`config.mk`:
```
export PLATFORM = sky130hd
export DESIGN_NAME = alu_cmd_responder
export DESIGN_NICKNAME = d
export VERILOG_FILES = /design/src/rtl/alu_cmd_responder.sv
export SDC_FILE = /design/constraint.sdc
export NUM_CORES = 1
export LEC_CHECK = 0
export ABC_AREA = 1
export CORE_MARGIN = 2
export CORE_UTILIZATION = 29
export DETAILED_ROUTE_END_ITERATION = 16
export SLEW_MARGIN = 20
export SYNTH_ARGS = -nofsm -noshare
export SYNTH_HDL_FRONTEND = slang
export SYNTH_SLANG_ARGS = --single-unit
```
`constraint.sdc`:
```
create_clock -name clk -period 5.2 [get_ports clk]
set_input_delay 1.04 -clock clk [delete_from_list [all_inputs] [get_ports clk]]
set_output_delay 1.04 -clock clk [all_outputs]
set_load 0.05 [all_outputs]
```
`src/rtl/alu_cmd_responder.sv`:
```
// rtl/alu_cmd_responder.sv - command/response wrapper that drives a combinational 32-bit ALU
//
// Ports:
//   clk, rst                        clock, asynchronous active-high reset
//   cmd_valid/cmd_ready             command handshake
//   cmd_A/B/Operator/n/tag          command payload
//   alu_A/B/Operator/n              registered operands to the ALU
//   alu_Result                      combinational result from the ALU
//   rsp_valid/rsp_ready             response handshake (FWFT FIFO head)
//   rsp_Result/rsp_tag/rsp_err      response payload, zero when rsp_valid=0
//   cmd_count                       accepted commands since reset, saturating
module alu_cmd_responder #(
   parameter int         DEPTH  = 4,
   parameter logic [3:0] MAX_OP = 4'b1010,
   parameter logic [5:0] MAX_N  = 6'd32
) (
   input  logic        clk,
   input  logic        rst,
   input  logic        cmd_valid,
   output logic        cmd_ready,
   input  logic [31:0] cmd_A,
   input  logic [31:0] cmd_B,
   input  logic [3:0]  cmd_Operator,
   input  logic [5:0]  cmd_n,
   input  logic [3:0]  cmd_tag,
   output logic [31:0] alu_A,
   output logic [31:0] alu_B,
   output logic [3:0]  alu_Operator,
   output logic [5:0]  alu_n,
   input  logic [31:0] alu_Result,
   output logic        rsp_valid,
   input  logic        rsp_ready,
   output logic [31:0] rsp_Result,
   output logic [3:0]  rsp_tag,
   output logic        rsp_err,
   output logic [15:0] cmd_count
);

   localparam int AW = $clog2(DEPTH);
   localparam int CW = AW + 1;
   localparam logic [CW-1:0] FULL = CW'(DEPTH);

   typedef enum logic {IDLE, EXEC} state_t;

   state_t        state_q;
   logic [31:0]   alu_a_q, alu_b_q;
   logic [3:0]    alu_op_q;
   logic [5:0]    alu_n_q;
   logic [3:0]    tag_q;
   logic          err_q;
   logic [15:0]   cmd_count_q, cmd_count_d;
   logic [AW-1:0] wr_ptr_q, rd_ptr_q;
   logic [CW-1:0] fifo_count_q, fifo_count_d;

   // FIFO entry layout: {result[31:0], tag[3:0], err}
   logic [36:0]   mem_q [DEPTH];
   logic [36:0]   head;

   logic accept, legal, push, pop;

   // rst gates ready directly so nothing can be accepted while reset is held
   assign cmd_ready = !rst && (state_q == IDLE) && (fifo_count_q < FULL);
   assign accept    = cmd_valid && cmd_ready;
   assign legal     = (cmd_Operator <= MAX_OP) && (cmd_n <= MAX_N);

   // Space was reserved at accept, so an EXEC push always has room
   assign push      = (state_q == EXEC);
   assign pop       = (fifo_count_q != '0) && rsp_ready;

   always_comb begin
      fifo_count_d = fifo_count_q;
      case ({push, pop})
         2'b10:   fifo_count_d = fifo_count_q + 1'b1;
         2'b01:   fifo_count_d = fifo_count_q - 1'b1;
         default: fifo_count_d = fifo_count_q;
      endcase
   end

   always_comb begin
      cmd_count_d = cmd_count_q;
      if (accept && (cmd_count_q != 16'hFFFF))
         cmd_count_d = cmd_count_q + 16'd1;
   end

   always_ff @(posedge clk or posedge rst) begin
      if (rst) begin
         state_q      <= IDLE;
         alu_a_q      <= '0;
         alu_b_q      <= '0;
         alu_op_q     <= '0;
         alu_n_q      <= '0;
         tag_q        <= '0;
         err_q        <= 1'b0;
         cmd_count_q  <= '0;
         wr_ptr_q     <= '0;
         rd_ptr_q     <= '0;
         fifo_count_q <= '0;
      end else begin
         cmd_count_q  <= cmd_count_d;
         fifo_count_q <= fifo_count_d;
         if (push) wr_ptr_q <= wr_ptr_q + 1'b1;
         if (pop)  rd_ptr_q <= rd_ptr_q + 1'b1;
         case (state_q)
            IDLE: begin
               if (accept) begin
                  // Illegal commands leave the ALU operands untouched
                  if (legal) begin
                     alu_a_q  <= cmd_A;
                     alu_b_q  <= cmd_B;
                     alu_op_q <= cmd_Operator;
                     alu_n_q  <= cmd_n;
                  end
                  tag_q   <= cmd_tag;
                  err_q   <= !legal;
                  state_q <= EXEC;
               end
            end
            EXEC:    state_q <= IDLE;
            default: state_q <= IDLE;
         endcase
      end
   end

   // Storage needs no reset: entries are only visible through fifo_count_q
   always_ff @(posedge clk) begin
      if (push)
         mem_q[wr_ptr_q] <= {(err_q ? 32'h0 : alu_Result), tag_q, err_q};
   end

   assign head       = mem_q[rd_ptr_q];
   assign rsp_valid  = (fifo_count_q != '0);
   assign rsp_Result = rsp_valid ? head[36:5] : 32'h0;
   assign rsp_tag    = rsp_valid ? head[4:1]  : 4'h0;
   assign rsp_err    = rsp_valid ? head[0]    : 1'b0;

   assign alu_A        = alu_a_q;
   assign alu_B        = alu_b_q;
   assign alu_Operator = alu_op_q;
   assign alu_n        = alu_n_q;
   assign cmd_count    = cmd_count_q;

endmodule

```
==> out/results.tsv <==
metric	value	unit
arrival	3.12	ns
rows	70	
nFillCells	3556	
coreArea	36500	sq um
synth-main-ff-cell	edfxtp_1	
cp_slowest_stage_delay	0.86	ns
place_congestion	0.795	
path_clk_slew	0.06	ns
p_per_area	651	nW/um^2
cp.required	4.16	ns
post-route-util	39.3	%
crit_path_end	rsp_tag[3]	
path_class	reg2out	
cts_tree	yes	
whs	0.481	ns
yosysSeqAreaShare	65.6	%
drv_cap	0	
ir_drop	359	uV
first_pass_iters	4	
slew_headroom	30.5	%
finalWirelength	26400	microns
min_path_type	reg2reg	
cts_buffer_depth	3	
placedCellCount	1704	
cts_buffers	27	
worstSetupStartpointType	flip-flop	
grt_pass1_wl	42200	microns
vias_per_cell	4.36	
vias	7652	
crit_fanout	50	
die_area	38500	sq um
leakagePower	5.90	nW
grt_pass1_vias	7711	
finalSetupTns	0	ns
cp_top_family	buffers and inverters	
antenna_cells	0	
regArea	7020	sq um
setup_violations	0	
grt_max_degree	83	
crit_chain	inv_2, buf_4, o21ai_0, a21oi_1, clkdlybuf4s50_1	
cts_resized	0	
fp.dieH	196	microns
synth_commonest_cells	nor2_1, nand2_1, edfxtp_1, inv_1, dfrtp_1	
yosys.area.top_type	edfxtp_1	
drt-wirelength-per-cell	15.1	microns
report.final.slew_viol_count	0	
synth_top_area_share	41.5	%
finClkSkew	0.0239	ns
drt_first_iter_violations	309	
antenna_found_initial	0	
rsz0062_at_grt	no	
cp.depth	5	
cts_hold_buf	0	
total_power	9.34	mW
crit_path_start	rd_ptr_q[0]	
dieWidth	196	microns
fmax	0.241	GHz
initial_utilization	29.3	%
syn-cell-area	10700	sq um
ys_ff_latch	251	
end_kind	output port	
synth_area_leaders	edfxtp_1, dfrtp_1, nor2_1	
worst_pin_slew	1.04	ns
ant_nets	0	
rr_worst_depth	8	
regToRegEndpoint	alu_B[8]	
design.final.nets	1386	
slowest_stage	clkdlybuf4s50_1	
r2r_slack	2.40	ns
insertion_delay	0.54	ns
status	finished clean	
syn2layout_area_growth	34.0	%
multiInputGateArea	2880	sq um
drc	0	
final_hold_viol_count	0	
final_cells	1754	
overflow	0	
ys_async_sr_fraction	41.0	%
hpwl	16400	microns
yosysMostFrequentCell	nor2_1	
yosys_warnings	0	
root_buffer	clkbuf_16	
track_usage	13.8	%
synth.avg_cell_area	10.4	sq um
cts.sinks	251	
reg2reg_from	push	
synth.net_count	1155	
min_period	4.16	ns
synth-edff-count	148	
fin_crit_sh	79.9	%
postSynthCellCount	1034	
drive_gt1_share	8.94	%
path_buf_inv	3	
io_pins	243	
port_buffers	242	
h-tree-depth	1	
synth.distinct_cells	28	
post-cts-setup-buffers	0	
-- layer usage --
layer  wire, microns  vias up  global-route usage [%]
met5               0        -                       0
met1           11600     3587                    17.6
met4             400        0                    2.95
li1                -     3806                       -
met2           12100      230                    22.8
met3            2250       29                    4.59
-- power breakdown --
part           leakage, nW  internal, mW  switching, mW
sequential            2.67          2.62          0.246
combinational         2.81          1.43           3.20
clock                0.422          1.05          0.788
total                 5.90          5.10           4.24
-- cell usage in the layout, fill, tap and decap left out, drive strengths merged --
cell type / netlist / final
nor3: 1 / 1
o21ai: 163 / 163
dfrtp: 103 / 103
xnor2: 7 / 7
clkdlybuf4s50: 0 / 242
fa: 1 / 1
buf: 25 / 10
clkinvlp: 0 / 2
xor2: 4 / 4
nand2: 159 / 159
nor2: 201 / 201
nand4: 5 / 5
nand3: 12 / 12
a21oi: 38 / 38
clkinv: 1 / 16
o21a: 1 / 1
edfxtp: 148 / 148
ha: 6 / 6
clkbuf: 25 / 29
inv: 134 / 136
bufinv: 0 / 2
-- logic make-up (layout without fill, tap and decap cells) --
group / after synthesis / in the layout / share of synthesized area [%]
AO/OA/AOI/OAI: 202 / 202 / 11.1
XOR/XNOR: 11 / 11 / 0.900
adder cells (fa/ha/maj): 7 / 7 / 0.888
buffers and inverters: 185 / 437 / 7.61
flip-flops: 251 / 251 / 65.6
AND/OR/NAND/NOR: 378 / 378 / 13.9
-- worst reg2reg max path, cell delays in order, from the launching register on --
cell	delay (ns)
dfrtp_1	0.50
clkinv_2	0.16
nand3_4	0.16
nor2_8	0.08
nand3_4	0.12
buf_4	0.53
buf_4	0.86
nand2_1	0.21
o21ai_2	0.10
-- flip-flops by register name, indices dropped and copies added, names as in the netlist --
register and flops:
wr_ptr_q 2, alu_Operator 4, mem_q 148, push 1, cmd_count 16, alu_A 32, err_q 1, alu_n 6
tag_q 4, fifo_count_q 3, rd_ptr_q 2, alu_B 32
-- stage by stage --
| stage | worst slack, ns | area, sq um |
|---|---|---|
| floorplan | 0.232 | 10700 |
| global placement | 1.46 | 13500 |
| detailed placement | 1.43 | 13500 |
| CTS | 1.00 | 14400 |
| global route | 0.846 | 14400 |
| finish | 1.04 | 14400 |
-- area by class of cell --
type | instances | area share, %
inverter | 135 | 3.56
tap | 468 | 4.08
multi-input combinational | 598 | 20.1
clock buffer | 29 | 4.76
sequential | 251 | 48.9
timing repair buffer | 252 | 17.4
clock inverter | 21 | 1.19
-- worst min-delay path by stage --
| stage | from | to | slack (ns) | cells after the start |
|---|---|---|---|---|
| floorplan | fifo_count_q[0] | fifo_count_q[0] | 0.47 | 1 |
| global placement | alu_B[27] | alu_B[27] | 0.47 | 2 |
| detailed placement | alu_B[17] | alu_B[17] | 0.47 | 2 |
| CTS | alu_A[8] | alu_A[8] | 0.48 | 2 |
| global route | alu_A[1] | alu_A[1] | 0.49 | 2 |
| finish | alu_A[1] | alu_A[1] | 0.48 | 2 |
Note: power is estimated with default switching activity, not from simulation.
